<file path="src/rtl/dmem_store_monitor_if.sv">
// Data-memory store port of the single-cycle core, as seen by the pass/fail monitor.
interface dmem_store_monitor_if;
  logic        MemWrite;
  logic [31:0] DataAdr;
  logic [31:0] WriteData;

  modport master (output MemWrite, output DataAdr, output WriteData);
  modport slave  (input  MemWrite, input  DataAdr, input  WriteData);
endinterface

</file>
<file path="src/rtl/dmem_store_monitor.sv">
// Pass/fail monitor on the core's data-memory store port: signature-store detection plus RUN timeout.
// Define STORE_TRACE_EN to add a circular trace of the most recent counted stores.
module dmem_store_monitor #(
  parameter logic [31:0] PASS_ADDR      = 32'd216,
  parameter logic [31:0] PASS_DATA      = 32'd4140,
  parameter int unsigned TIMEOUT_CYCLES = 10000,
  parameter int unsigned CNT_W          = 32,
  parameter int unsigned TRACE_DEPTH    = 8,
  localparam int unsigned IDX_W = (TRACE_DEPTH > 1) ? $clog2(TRACE_DEPTH) : 1
) (
  input  logic                 clk,
  input  logic                 reset,
  dmem_store_monitor_if.slave  bus,
  input  logic                 clear,
  input  logic [IDX_W-1:0]     trace_idx,
  output logic                 running,
  output logic                 pass,
  output logic                 fail,
  output logic                 done,
  output logic [CNT_W-1:0]     cycle_count,
  output logic [CNT_W-1:0]     store_count,
  output logic                 trace_valid,
  output logic [31:0]          trace_addr,
  output logic [31:0]          trace_data
);

  typedef enum logic [1:0] {S_IDLE, S_RUN, S_PASS, S_FAIL} state_t;

  localparam logic [CNT_W-1:0] CNT_MAX      = '1;
  localparam logic [CNT_W-1:0] TIMEOUT_LAST = CNT_W'(TIMEOUT_CYCLES - 1);

  state_t           state_q, state_d;
  logic             running_q, running_d;
  logic             pass_q, pass_d;
  logic             fail_q, fail_d;
  logic             done_q, done_d;
  logic [CNT_W-1:0] cycle_count_q, cycle_count_d;
  logic [CNT_W-1:0] store_count_q, store_count_d;

  logic store_hit;
  logic sig_match;
  logic timeout_hit;
  logic trace_we;
  logic trace_clr;

  always_comb begin
    state_d       = state_q;
    cycle_count_d = cycle_count_q;
    store_count_d = store_count_q;
    pass_d        = pass_q;
    fail_d        = fail_q;
    trace_we      = 1'b0;
    trace_clr     = 1'b0;
    // An unknown strobe falls to the else path, so it never counts or matches.
    store_hit = 1'b0;
    if (bus.MemWrite) store_hit = 1'b1;
    sig_match   = store_hit && (bus.DataAdr == PASS_ADDR) && (bus.WriteData == PASS_DATA);
    timeout_hit = (cycle_count_q == TIMEOUT_LAST);

    if (clear) begin
      state_d       = S_IDLE;
      cycle_count_d = '0;
      store_count_d = '0;
      pass_d        = 1'b0;
      fail_d        = 1'b0;
      trace_clr     = 1'b1;
    end else begin
      case (state_q)
        S_IDLE: state_d = S_RUN;
        S_RUN: begin
          if (cycle_count_q != CNT_MAX) cycle_count_d = cycle_count_q + CNT_W'(1);
          if (store_hit) begin
            trace_we = 1'b1;
            if (store_count_q != CNT_MAX) store_count_d = store_count_q + CNT_W'(1);
          end
          // A signature store on the timeout edge still counts as a pass.
          if (sig_match) begin
            state_d = S_PASS;
            pass_d  = 1'b1;
          end else if (timeout_hit) begin
            state_d = S_FAIL;
            fail_d  = 1'b1;
          end
        end
        default: ;
      endcase
    end

    running_d = (state_d == S_RUN);
    done_d    = pass_d | fail_d;
  end

  always_ff @(posedge clk or negedge reset) begin
    if (!reset) begin
      state_q       <= S_IDLE;
      running_q     <= 1'b0;
      pass_q        <= 1'b0;
      fail_q        <= 1'b0;
      done_q        <= 1'b0;
      cycle_count_q <= '0;
      store_count_q <= '0;
    end else begin
      state_q       <= state_d;
      running_q     <= running_d;
      pass_q        <= pass_d;
      fail_q        <= fail_d;
      done_q        <= done_d;
      cycle_count_q <= cycle_count_d;
      store_count_q <= store_count_d;
    end
  end

  assign running     = running_q;
  assign pass        = pass_q;
  assign fail        = fail_q;
  assign done        = done_q;
  assign cycle_count = cycle_count_q;
  assign store_count = store_count_q;

`ifdef STORE_TRACE_EN
  logic [IDX_W-1:0]       wr_ptr_q, wr_ptr_d;
  logic [IDX_W-1:0]       rd_ptr;
  logic [TRACE_DEPTH-1:0] ent_valid_q, ent_valid_d;
  logic [31:0]            ent_addr_q [TRACE_DEPTH];
  logic [31:0]            ent_addr_d [TRACE_DEPTH];
  logic [31:0]            ent_data_q [TRACE_DEPTH];
  logic [31:0]            ent_data_d [TRACE_DEPTH];

  always_comb begin
    wr_ptr_d    = wr_ptr_q;
    ent_valid_d = ent_valid_q;
    for (int i = 0; i < int'(TRACE_DEPTH); i++) begin
      ent_addr_d[i] = ent_addr_q[i];
      ent_data_d[i] = ent_data_q[i];
    end
    if (trace_clr) begin
      wr_ptr_d    = '0;
      ent_valid_d = '0;
    end else if (trace_we) begin
      ent_addr_d[wr_ptr_q]  = bus.DataAdr;
      ent_data_d[wr_ptr_q]  = bus.WriteData;
      ent_valid_d[wr_ptr_q] = 1'b1;
      wr_ptr_d              = wr_ptr_q + IDX_W'(1);
    end
  end

  always_ff @(posedge clk or negedge reset) begin
    if (!reset) begin
      wr_ptr_q    <= '0;
      ent_valid_q <= '0;
      for (int i = 0; i < int'(TRACE_DEPTH); i++) begin
        ent_addr_q[i] <= '0;
        ent_data_q[i] <= '0;
      end
    end else begin
      wr_ptr_q    <= wr_ptr_d;
      ent_valid_q <= ent_valid_d;
      for (int i = 0; i < int'(TRACE_DEPTH); i++) begin
        ent_addr_q[i] <= ent_addr_d[i];
        ent_data_q[i] <= ent_data_d[i];
      end
    end
  end

  // Index 0 is the newest entry, i.e. the slot just behind the write pointer.
  assign rd_ptr      = wr_ptr_q - IDX_W'(1) - trace_idx;
  assign trace_valid = ent_valid_q[rd_ptr];
  assign trace_addr  = ent_addr_q[rd_ptr];
  assign trace_data  = ent_data_q[rd_ptr];
`else
  logic unused_trace;
  assign unused_trace = ^{trace_idx, trace_we, trace_clr};
  assign trace_valid  = 1'b0;
  assign trace_addr   = '0;
  assign trace_data   = '0;
`endif

endmodule
</file>
<file path="src/flat_wrapper.sv">
// flat-port wrapper written by rule: the top's interface ports become plain ports
module dmem_store_monitor_flat 
#(
  parameter logic [31:0] PASS_ADDR      = 32'd216,
  parameter logic [31:0] PASS_DATA      = 32'd4140,
  parameter int unsigned TIMEOUT_CYCLES = 10000,
  parameter int unsigned CNT_W          = 32,
  parameter int unsigned TRACE_DEPTH    = 8,
  localparam int unsigned IDX_W = (TRACE_DEPTH > 1) ? $clog2(TRACE_DEPTH) : 1
)
  (clk, reset, clear, trace_idx, running, pass, fail, done, cycle_count, store_count, trace_valid, trace_addr, trace_data, bus_MemWrite, bus_DataAdr, bus_WriteData);
  dmem_store_monitor_if bus_i ();
  input  logic clk;
  input  logic reset;
  input  logic clear;
  input  logic [IDX_W-1:0] trace_idx;
  output logic running;
  output logic pass;
  output logic fail;
  output logic done;
  output logic [CNT_W-1:0] cycle_count;
  output logic [CNT_W-1:0] store_count;
  output logic trace_valid;
  output logic [31:0] trace_addr;
  output logic [31:0] trace_data;
  input wire logic [$bits(bus_i.MemWrite)-1:0] bus_MemWrite;
  input wire logic [$bits(bus_i.DataAdr)-1:0] bus_DataAdr;
  input wire logic [$bits(bus_i.WriteData)-1:0] bus_WriteData;
  assign bus_i.MemWrite = bus_MemWrite;
  assign bus_i.DataAdr = bus_DataAdr;
  assign bus_i.WriteData = bus_WriteData;
  dmem_store_monitor #(.PASS_ADDR(PASS_ADDR), .PASS_DATA(PASS_DATA), .TIMEOUT_CYCLES(TIMEOUT_CYCLES), .CNT_W(CNT_W), .TRACE_DEPTH(TRACE_DEPTH)) u_core (.clk(clk), .reset(reset), .bus(bus_i), .clear(clear), .trace_idx(trace_idx), .running(running), .pass(pass), .fail(fail), .done(done), .cycle_count(cycle_count), .store_count(store_count), .trace_valid(trace_valid), .trace_addr(trace_addr), .trace_data(trace_data));
endmodule
</file>
<file path="config.mk">
export PLATFORM = sky130hd
export DESIGN_NAME = dmem_store_monitor_flat
export DESIGN_NICKNAME = d
export VERILOG_FILES = /design/src/rtl/dmem_store_monitor_if.sv /design/src/rtl/dmem_store_monitor.sv /design/src/flat_wrapper.sv
export SDC_FILE = /design/constraint.sdc
export NUM_CORES = 1
export LEC_CHECK = 0
export BUFFER_PORTS_ARGS = -buffer_cell sky130_fd_sc_hd__clkbuf_2
export CORE_MARGIN = 8
export CORE_UTILIZATION = 40
export CTS_CLUSTER_DIAMETER = 200
export DETAILED_ROUTE_END_ITERATION = 10
export PLACE_DENSITY_LB_ADDON = 0.3
export SLEW_MARGIN = 30
export SYNTH_ARGS = -nofsm -noshare
export SYNTH_HDL_FRONTEND = slang
export SYNTH_SLANG_ARGS = --single-unit
</file>
<file path="constraint.sdc">
create_clock -name clk -period 2.88 [get_ports clk]
set_clock_uncertainty 0.1 [all_clocks]
set_input_delay 0.288 -clock clk [delete_from_list [all_inputs] [get_ports clk]]
set_output_delay 0.288 -clock clk [all_outputs]
set_load 0.02 [all_outputs]
</file>
==> results of run 1 <==
-- flip-flops by register name (all words and copies together), names as in the netlist --
name	cells
u_core.cycle_count	32
u_core.store_count	32
u_core.done	1
u_core.pass	1
u_core.fail	1
u_core.running	1
u_core.state_q	2
-- placed cells by master (no fill, tap or decap), types with 12 or more instances in the layout --
master    instances
nand4_1          33
dfrtp_1          70
or4_1            32
and3_1           12
nand2_1          29
clkbuf_2        134
nor2_1           22
a21oi_1          48
o31ai_1          29
nor4_1           23
nand3_1          28
conb_1           65
buf_4            16
-- metrics by stage --
stage	worst slack, ns	hold slack, ns
floorplan	0.5483	-0.1076
global placement	0.5086	0.3199
detailed placement	0.4682	0.3303
CTS	0.4526	0.1806
global route	0.2933	0.2341
finish	0.4426	0.1935
-- cells in the mapped netlist (all sizes together), types with 2 or more instances --
master and count:
o31ai 29, nor3 11, nor4b 6, nand3b 2, a21oi 48, inv 6, o21ai 16, or4 33
dfrtp 70, o41ai 3, nand4b 5, o41a 2, clkbuf 14, or3 10, and3 12, mux2 9
and4 9, nor4bb 2, nand3 29, nand2 29, nand4 33, nor2 23, xnor2 4, o21a 7
and2 6, ha 2, nor4 25, a211oi 3, buf 77, nor2b 10
-- cell families (layout without fill, tap and decap cells) --
family	count (synthesis)	in the layout	synth area share, %
simple gates	248	248	31.74
fa+ha+maj	2	2	0.5236
flops	70	70	36.66
mux	9	9	2.199
buf+inv	98	174	13.59
xor+xnor	5	5	0.9164
compound gates	110	110	14.30
other cells	1	65	0.07848
-- area by class of cell --
class | instances | area, µm²
clock buffer | 12 | 246.5
clock inverter | 2 | 10.01
inverter | 7 | 26.28
fill | 1125 | 6141
multi-input combinational | 439 | 2626
timing repair buffer | 153 | 825.8
tap | 147 | 183.9
sequential | 70 | 1752
-- timing repair --
action,CTS,global route
hold endpoints to repair,32,0
hold buffers,1,0
resized for setup,0,0
setup endpoints to repair,0,0
-- layer usage --
| metal | share of wire [%] | up-vias | track usage [%] |
|---|---|---|---|
| met5 | 0 | - | 0 |
| met1 | 42 | 2274 | 22.41 |
| met2 | 48 | 213 | 29.63 |
| li1 | - | 2226 | - |
| met4 | 2.2 | 0 | 9.097 |
| met3 | 7.6 | 19 | 4.632 |
-- worst max-delay path: stages (launching register included) --
cell	delay (ns)
dfrtp_1	0.47
nand3_2	0.13
or4_4	0.57
o41a_1	0.55
nand4_1	0.16
mux2_1	0.33
-- power by group through the flow --
stage / clock network, W / registers [W] / logic, W
2_1_floorplan: 0 / 0.00102 / 0.000186
3_3_place_gp: 0 / 0.00101 / 0.000213
3_5_place_dp: 0 / 0.00101 / 0.000217
4_1_cts: 0.00102 / 0.000996 / 0.000218
5_1_grt: 0.00106 / 0.000996 / 0.000244
6_report: 0.00100 / 0.000996 / 0.000220
-- path summary, 6_finish.rpt --
path	cells past startpoint	slack [ns]	end	start
worst max-delay path	5	0.44	u_core.cycle_count[26]	u_core.cycle_count[24]
worst min-delay path	4	0.19	u_core.state_q[1]	bus_DataAdr[13]
worst max register to register	5	0.44	u_core.cycle_count[26]	u_core.cycle_count[24]
worst min register to register	1	0.46	u_core.fail	u_core.fail
max in group asynchronous	3	1.51	u_core.cycle_count[28]	reset
min in group asynchronous	2	0.47	u_core.store_count[26]	reset
==> metrics.csv, run 1 <==
stage,metric,value,unit
outcome,status,"finished, final reports clean",
route,ant_nets,0,
power,power_switching,0.0005767,W
yosys,synth_cells,543,
yosys,synth.top_cells.by_area,"dfrtp_1, buf_4, a21oi_1, or4_1, o31ai_1",
power,finalPower,0.002216,W
route,drc,0,
yosys,synthesis.yosys.warnings,0,
power,power_frac_seq,44.9,%
cells_and_area,nNetsFinal,753,
grt,grt_usage,18.37,%
grt,overflow,0,
grt,grt_pass1_vias,4772,
yosys,synth_cell_types,51,
cells_and_area,fin_util,48.01,%
job,drv_cap,0,
clock_tree,cts_inserted_buffers,9,
place,gp_congestion,0.8755,
timing,tightest_slew,0.8501,ns
clock_tree,htreeDepth,3,
yosys,synth.yosys.seq_area_share,36.66,%
critical_path,worstPathRequired,2.99,ns
power,clkPwrFrac,45.1,%
yosys,yosys.area.top_type,dfrtp_1,
power,power.density,390.7,nW/µm²
timing,hold_viol_final,0,
critical_path,cp-end-kind,flop,
clock_tree,cts_root_buf,clkbuf_16,
power,ir_drop,0.1965,mV
die,core,11810,µm²
worst_hold_path,worst_hold_path_type,in2reg,
critical_path,worstPathArrival,2.55,ns
clock_tree,clk_path_buf_depth,2,
route,wire_per_inst,17.33,µm
die,rows,40,
clock_tree,clock-sinks,70,
timing,post-route-min-period,2.437,ns
clock_tree,cts.clk_slew.worst_paths,0.05,ns
die,initial_core_util,40.46,%
critical_path,worst_setup_path_start_kind,flop,
timing,rsz0062_at_grt,no,
place,postPlaceCellArea,5404,µm²
timing,slew_headroom,43.19,%
place,hpwl,10990,µm
yosys,avgSynthCellArea,8.800,µm²
grt,grt_pass1_wl,23930,µm
die,die_w,125.3,µm
route,vias_per_cell,5.701,
power,p_comb_share,9.9,%
grt,grt_antenna_before_repair,0,
yosys,synth_top_area_share,36.66,%
route,drt_iter0_drc,236,
place,dp_cells,815,
timing,min_period_over_period,84.63,%
clock_tree,cts_tree,built,
die,die_area,15700,µm²
route,num_vias,4732,
grt,grt_max_degree,41,
clock_tree,clock_latency,0.34,ns
critical_path,timing_worst_setup_path_type,reg2reg,
power,switching_share,26.03,%
clock_tree,postCtsSetupRepairBufs,0,
timing,fin_setup_tns,0,ns
yosys,synthArstFlopShare,100.0,%
die,pin_count,204,
timing,slew_viol_final,0,
cells_and_area,area_delta_synth_final,18.67,%
cells_and_area,drive_gt1_share,26.06,%
power,internal_power,0.001639,W
cells_and_area,final_cell_area,5670,µm²
route,drt_pass1_iterations,5,
place,io_buffer_count,135,
critical_path,worstPathMaxFanout,7,
power,p_leak,2.524,nW
yosys,synth_edf_count,0,
cells_and_area,n_antenna_cell,0,
route,wl,14380,µm
timing,clock.fmax,410.3,MHz
die,die_y,125.3,µm
cells_and_area,fin_cells,830,
timing,setup-violations-final,0,
yosys,synth_flop_cell,dfrtp_1,
yosys,ys_ff_latch,70,
yosys,syn_area,4778,µm²
Note: power is estimated with default switching activity, not from simulation.
==> run 2: changes to the inputs <==
--- a/config.mk
+++ b/config.mk
@@ -5,6 +5,7 @@
 export SDC_FILE = /design/constraint.sdc
 export NUM_CORES = 1
 export LEC_CHECK = 0
+export ABC_AREA = 1
 export BUFFER_PORTS_ARGS = -buffer_cell sky130_fd_sc_hd__clkbuf_2
 export CORE_MARGIN = 8
 export CORE_UTILIZATION = 40
==> constraint.sdc (replaced) <==
create_clock -name clk -period 2.3 [get_ports clk]
set_clock_uncertainty 0.1 [all_clocks]
set_input_delay 0.23 -clock clk [delete_from_list [all_inputs] [get_ports clk]]
set_output_delay 0.23 -clock clk [all_outputs]
set_load 0.02 [all_outputs]
==> run 2 against run 1 <==
Compared with the run above:
- register-to-register slack got worse by 0.15 ns
- fmax rose by 21%
- area after synthesis rose by 16%
- design area rose by 15%
- critical path depth rose by 5
- core utilization fell by 0.30 points
- first-iteration DRC count rose by 59%
- combinational power rose by 79%
- global-route usage barely moved
- sequential share of layout area fell by 4.1 points
- clock-buffer cell count did not move
- sequential cell count did not move
- critical path type unchanged
==> metrics.csv, run 2 <==
stage,metric,value,unit,change
outcome,status,"finished, final reports clean",,unchanged
timing,hold_ws,0.2119,ns,was 0.1935 ns
yosys,synth.top_cells.by_area,"dfrtp_1, nand2_1, buf_4, nor2_1, nand3_1",,"was dfrtp_1, buf_4, a21oi_1, or4_1, o31ai_1"
place,io_buffer_count,135,,unchanged
yosys,synth_flop_cell,dfrtp_1,,unchanged
place,gp_congestion,0.9827,,was 0.8755
yosys,synth_compound_area_share,5.847,%,was 14.30%
timing,tightest_slew,0.5921,ns,was 0.8501 ns
grt,grt_max_degree,45,,was 41
power,ir_drop,0.2775,mV,was 0.1965 mV
place,hpwl,13310,µm,was 10990 µm
cells_and_area,area_delta_synth_final,17.63,%,was 18.67%
route,wire_per_inst,13.74,µm,was 17.33 µm
power,internal_power,0.002263,W,was 0.001639 W
grt,grt_pass1_wl,27210,µm,was 23930 µm
route,vias_per_cell,4.697,,was 5.701
route,drt_pass1_iterations,6,,was 5
place,place_ws,0.3005,ns,was 0.4682 ns
timing,slew_headroom,60.22,%,was 43.19%
power,finalPower,0.003122,W,was 0.002216 W
yosys,synth_top_area_share,31.48,%,was 36.66%
die,core,13720,µm²,was 11810 µm²
worst_hold_path,worst_hold_path_type,in2reg,,unchanged
route,drc,0,,unchanged
yosys,synth.yosys.seq_area_share,31.48,%,was 36.66%
power,p_comb_share,12.6,%,was 9.9%
timing,setup_ws,0.2883,ns,was 0.4426 ns
yosys,synthArstFlopShare,100.0,%,unchanged
timing,hold_viol_final,0,,unchanged
route,drt_iter0_drc,375,,was 236
clock_tree,clock-sinks,70,,unchanged
clock_tree,cts_root_buf,clkbuf_16,,unchanged
timing,rsz0062_at_grt,no,,unchanged
timing,setup-violations-final,0,,unchanged
timing,slew_viol_final,0,,unchanged
die,die_w,133.9,µm,was 125.3 µm
route,wl,16510,µm,was 14380 µm
die,initial_core_util,40.56,%,was 40.46%
die,die_area,17940,µm²,was 15700 µm²
yosys,syn_area,5564,µm²,was 4778 µm²
route,ant_nets,0,,unchanged
grt,grt_antenna_before_repair,0,,unchanged
clock_tree,postCtsSetupRepairBufs,0,,unchanged
clock_tree,cts_tree,built,,unchanged
yosys,synth-xor-area-share,2.519,%,was 0.9165%
yosys,synth_simple_gate_area_share,42.48,%,was 31.74%
power,power_switching,0.0008592,W,was 0.0005767 W
clock_tree,cts.clk_slew.worst_paths,0.06,ns,was 0.05 ns
yosys,yosys.area.top_type,dfrtp_1,,unchanged
yosys,muxShareOfSynthArea,0,%,was 2.200%
yosys,synthAdderAreaFrac,0.4497,%,was 0.5237%
route,num_vias,5646,,was 4732
timing,clock.fmax,497.1,MHz,was 410.3 MHz
power,power_frac_seq,40.6,%,was 44.9%
power,power.density,477.0,nW/µm²,was 390.7 nW/µm²
critical_path,worstPathMaxFanout,44,,was 7
die,rows,43,,was 40
grt,grt_usage,18.40,%,was 18.37%
cells_and_area,n_antenna_cell,0,,unchanged
clock_tree,cts_hold_buf,1,,unchanged
clock_tree,clk_path_buf_depth,2,,unchanged
yosys,yosys-top-cells-count,"nand2_1, nor2_1, nand3_1, inv_1, dfrtp_1",,"was dfrtp_1, buf_4, a21oi_1, nand4_1, or4_1"
die,pin_count,204,,unchanged
clock_tree,htreeDepth,3,,unchanged
yosys,synth_cells,869,,was 543
cells_and_area,final_cell_mix,"nand2_1, clkbuf_2, nor2_1",,"was clkbuf_2, dfrtp_1, conb_1"
yosys,synth_top_family_by_area,simple AND/OR/NAND/NOR gates,,unchanged
grt,grt_pass1_vias,5491,,was 4772
critical_path,cp-end-kind,flop,,unchanged
clock_tree,clock_latency,0.34,ns,about the same
critical_path,worst_setup_path_start_kind,flop,,unchanged
yosys,synth_cell_types,32,,was 51
yosys,synth_edf_count,0,,unchanged
cells_and_area,final_cell_area,6545,µm²,was 5670 µm²
job,drv_cap,0,,unchanged
timing,post-route-min-period,2.012,ns,was 2.437 ns
critical_path,worstPathArrival,2.14,ns,was 2.55 ns
yosys,yosysMostFrequentCell,nand2_1,,was dfrtp_1
cells_and_area,nNetsFinal,1090,,was 753
yosys,ys_ff_latch,70,,unchanged
timing,min_period_over_period,87.47,%,was 84.63%
power,clkPwrFrac,46.8,%,was 45.1%
power,switching_share,27.52,%,was 26.03%
cells_and_area,final_common_cell,nand2_1,,was clkbuf_2
power,p_leak,3.176,nW,was 2.524 nW
cells_and_area,drive_gt1_share,19.47,%,was 26.06%
critical_path,worstPathRequired,2.42,ns,was 2.99 ns
clock_tree,cts_resized,0,,unchanged
clock_tree,cts_inserted_buffers,9,,unchanged
timing,fin_setup_tns,0,ns,unchanged
cells_and_area,fillers,1481,,was 1125
yosys,avgSynthCellArea,6.403,µm²,was 8.800 µm²
yosys,synthesis.yosys.warnings,0,,unchanged
place,postPlaceCellArea,6226,µm²,was 5404 µm²
grt,overflow,0,,unchanged
die,die_y,133.9,µm,was 125.3 µm
critical_path,timing_worst_setup_path_type,reg2reg,,unchanged
[run 2: cell count changes after synthesis, sizes merged, moves of 33 or more]
cell,previous run,this run
nand3,29,92
nor2,23,137
or4,33,0
a21oi,48,1
inv,6,86
o21ai,16,64
nand2,29,272
[run 2: power by group through the flow]
stage               Sequential [W]  Clock, W  Combinational, W
global route               0.00127   0.00154          0.000436
floorplan                  0.00131         0          0.000313
detailed placement         0.00129         0          0.000392
CTS                        0.00127   0.00149          0.000393
global placement           0.00129         0          0.000388
finish                     0.00127   0.00146          0.000394
[run 2: cell type report]
| type | instances | area [µm²] | area share (%) |
|---|---|---|---|
| Multi-Input combinational cell | 694 | 3098 | 47.33 |
| Sequential cell | 70 | 1752 | 26.76 |
| Timing Repair Buffer | 156 | 838.3 | 12.81 |
| Inverter | 86 | 322.8 | 4.932 |
| Clock buffer | 12 | 256.5 | 3.919 |
| Tap cell | 180 | 225.2 | 3.441 |
| Clock inverter | 4 | 52.55 | 0.8029 |
[run 2: cell families (layout without fill, tap and decap cells)]
logic type               count (synthesis)  after routing
AND/OR/NAND/NOR                        546            546
buffers and inverters                  169            258
flip-flops                              70             70
AO/OA/AOI/OAI                           65             65
XOR/XNOR                                16             16
adder cells (fa/ha/maj)                  2              2
other                                    1             65
[run 2: routing by layer]
layer  track usage, %  vias to the layer above  wire (µm)
li1                 -                     2913          -
met1            22.17                     2530       7078
met2            31.89                      176       8049
met3            4.338                       27       1014
met4            5.365                        0        371
met5                0                        -          0
[run 2: path summary, 6_finish.rpt]
check                                       start                endpoint  slack, ns  cells past startpoint
setup / recovery            u_core.cycle_count[1]   u_core.cycle_count[2]       0.29                     10
hold / removal                              clear       u_core.state_q[1]       0.21                      3
setup reg to reg            u_core.cycle_count[1]   u_core.cycle_count[2]       0.29                     10
hold reg to reg            u_core.cycle_count[30]  u_core.cycle_count[30]       0.45                      2
max in group asynchronous                   reset   u_core.store_count[2]       1.12                      3
min in group asynchronous                   reset   u_core.cycle_count[3]       0.32                      2
[run 2: worst max-delay path: stages (launching register included)]
cell,delay [ns]
dfrtp_1,0.39
ha_1,0.21
nand2_2,0.08
nor2_4,0.21
nand4_4,0.15
nor2_4,0.14
nand2_4,0.09
nand2_8,0.23
inv_2,0.15
nand2_1,0.09
o21ai_1,0.06
[run 2: stage by stage]
| step | instances | utilization [%] |
|---|---|---|
| 3_5_place_dp | 1185 | 45.38 |
| 4_1_cts | 1202 | 47.71 |
| 2_1_floorplan | 933 | - |
| 6_report | 1202 | 47.71 |
| 5_1_grt | 1202 | 47.71 |
| 3_3_place_gp | 1185 | 45.38 |
==> run 3: changes to the inputs <==
--- a/config.mk
+++ b/config.mk
@@ -7,11 +7,14 @@
 export LEC_CHECK = 0
 export ABC_AREA = 1
 export BUFFER_PORTS_ARGS = -buffer_cell sky130_fd_sc_hd__clkbuf_2
+export CELL_PAD_IN_SITES_DETAIL_PLACEMENT = 1
+export CELL_PAD_IN_SITES_GLOBAL_PLACEMENT = 1
 export CORE_MARGIN = 8
-export CORE_UTILIZATION = 40
+export CORE_UTILIZATION = 34
 export CTS_CLUSTER_DIAMETER = 200
 export DETAILED_ROUTE_END_ITERATION = 10
 export PLACE_DENSITY_LB_ADDON = 0.3
+export SETUP_SLACK_MARGIN = 0.4
 export SLEW_MARGIN = 30
 export SYNTH_ARGS = -nofsm -noshare
 export SYNTH_HDL_FRONTEND = slang
==> run 3 against run 2 <==
Compared with the run above:
- wire length grew 20%
- die area is 15% higher
- clock-buffer cell count down 1
- critical path depth fell by 1
- final cell count up 4.5%
- non-clock buffer count grew 17
- combinational power increased by 15%
- core utilization fell by 4.5 points
- via count rose by 4.8%
- worst hold slack got worse by 0.058 ns
- fmax is 9.2% higher
- total power is 1.7% higher
- critical endpoint is now u_core.cycle_count[8]
==> metrics.csv, run 3 (same netlist as run 2, synthesis figures left out) <==
stage,metric,value,unit,change
timing,setup_ws,0.4579,ns,was 0.2883 ns
grt,grt_pass1_wl,31300,µm,was 27210 µm
die,rows,46,,was 43
die,initial_core_util,34.90,%,was 40.56%
clock_tree,cts.clk_slew.worst_paths,0.06,ns,about the same
place,hpwl,15620,µm,was 13310 µm
route,drt_pass1_iterations,4,,was 6
die,die_w,143.9,µm,was 133.9 µm
timing,post-route-min-period,1.842,ns,was 2.012 ns
power,p_leak,3.283,nW,was 3.176 nW
timing,clock.fmax,542.9,MHz,was 497.1 MHz
critical_path,worstPathRequired,2.48,ns,was 2.42 ns
die,core,15940,µm²,was 13720 µm²
cells_and_area,n_antenna_cell,0,,unchanged
grt,grt_usage,19.30,%,was 18.40%
clock_tree,clock_latency,0.36,ns,was 0.34 ns
route,wire_per_inst,15.80,µm,was 13.74 µm
job,drv_cap,0,,unchanged
clock_tree,cts_root_buf,clkbuf_16,,unchanged
route,drt_iter0_drc,195,,was 375
critical_path,worstPathMaxFanout,11,,was 44
critical_path,worst_setup_path_start_kind,flop,,unchanged
outcome,status,"finished, final reports clean",,unchanged
timing,rsz0062_at_grt,yes,,was no
critical_path,worstPathArrival,2.02,ns,was 2.14 ns
timing,fin_setup_tns,0,ns,unchanged
clock_tree,cts_inserted_buffers,9,,unchanged
worst_hold_path,holdPathStages,2,,was 3
clock_tree,clk_path_buf_depth,2,,unchanged
route,num_vias,5919,,was 5646
grt,grt_max_degree,48,,was 45
cells_and_area,regArea,1779,µm²,was 1752 µm²
critical_path,r2r_start,u_core.cycle_count[10],,was u_core.cycle_count[1]
power,finalPower,0.003174,W,was 0.003122 W
timing,slew_viol_final,0,,unchanged
route,vias_per_cell,4.713,,was 4.697
power,power.density,461.2,nW/µm²,was 477.0 nW/µm²
route,drc,0,,unchanged
critical_path,rr_worst_depth,9,,was 10
cells_and_area,fin_util,43.16,%,was 47.71%
worst_hold_path,worst_hold_path_type,in2reg,,unchanged
grt,grt_pass1_vias,6139,,was 5491
critical_path,cp-end-kind,flop,,unchanged
critical_path,cp-startpoint,u_core.cycle_count[10],,was u_core.cycle_count[1]
cells_and_area,final_cell_mix,"nand2_1, clkbuf_2, nor2_1",,unchanged
route,wl,19850,µm,was 16510 µm
timing,min_period_over_period,80.09,%,was 87.47%
route,ant_nets,0,,unchanged
place,place_ws,0.3228,ns,was 0.3005 ns
cells_and_area,drive_gt1_share,23.85,%,was 19.47%
critical_path,timing_worst_setup_path_type,reg2reg,,unchanged
die,pin_count,204,,unchanged
cells_and_area,area_delta_synth_final,23.68,%,was 17.63%
die,die_y,143.9,µm,was 133.9 µm
timing,hold_viol_final,0,,unchanged
place,gp_congestion,0.8618,,was 0.9827
power,ir_drop,0.3411,mV,was 0.2775 mV
cells_and_area,fillers,2189,,was 1481
clock_tree,htreeDepth,3,,unchanged
worst_hold_path,hp-start,clear,,unchanged
cells_and_area,nNetsFinal,1108,,was 1090
grt,overflow,0,,unchanged
place,io_buffer_count,135,,unchanged
cells_and_area,final_common_cell,nand2_1,,unchanged
die,die_area,20710,µm²,was 17940 µm²
cells_and_area,multiInputGateArea,3164,µm²,was 3098 µm²
clock_tree,cts_tree,built,,unchanged
grt,grt_antenna_before_repair,0,,unchanged
timing,setup-violations-final,0,,unchanged
clock_tree,clock-sinks,70,,unchanged
run 3: changes by cell type in the layout (fill, tap and decap cells not counted), sizes merged:
cell	change
clkinv	+1
clkinvlp	+2
nand2	+1
inv	-2
buf	+16
run 3: path summary, 6_finish.rpt:
kind / endpoint / slack [ns]
worst max-delay path: u_core.cycle_count[8] / 0.46
max in group asynchronous: u_core.store_count[16] / 1.18
worst max register to register: u_core.cycle_count[8] / 0.46
worst min-delay path: u_core.running / 0.15
min in group asynchronous: u_core.store_count[17] / 0.27
worst min register to register: u_core.store_count[31] / 0.45
run 3: timing repair:
item | in CTS | in global routing
buffers inserted | 11 | 10
gates cloned | 0 | 2
hold buffers | 1 | 0
endpoints found under the hold margin | 25 | 0
pin swaps | 2 | 2
setup endpoints to repair | 53 | 67
gates resized for setup | 3 | 33
run 3: per-layer routing:
layer  global-route usage (%)  part of all wire, %  up-vias
met5                        0                    0        -
met4                    6.032                  1.8        0
met3                    3.749                  4.3       24
met2                    35.48                   54      106
met1                    21.89                   40     2842
li1                         -                    -     2947
run 3: report_power, final:
group / switching (W) / internal (W) / total (W)
registers: 0.0000168 / 0.00125 / 0.00127
clock network: 0.000583 / 0.000869 / 0.00145
logic: 0.000310 / 0.000146 / 0.000455
total: 0.000909 / 0.00226 / 0.00317
run 3: area by class of cell:
class	instances	area share (%)
Multi-Input combinational cell	695	45.98
Sequential cell	70	25.85
Timing Repair Buffer	173	15.13
Inverter	86	4.727
Tap cell	216	3.927
Clock buffer	11	3.527
Clock inverter	5	0.8545
run 3: per-stage QoR:
| stage | hold WS [ns] | instances | cell area [µm²] |
|---|---|---|---|
| floorplan | -0.1656 | 933 | 5807 |
| global placement | 0.1044 | 1216 | 6286 |
| detailed placement | 0.1108 | 1216 | 6286 |
| CTS | 0.1583 | 1244 | 6691 |
| global route | 0.1657 | 1256 | 6882 |
| finish | 0.1540 | 1256 | 6882 |
run 3: worst max-delay path: stages (launching register included):
cell	delay (ns)
dfrtp_1	0.47
nand2_1	0.17
nor2_2	0.19
nand4_4	0.13
nor2_4	0.13
nand2_4	0.11
nand2_8	0.15
clkbuf_16	0.17
nand2_1	0.07
nand2_1	0.08
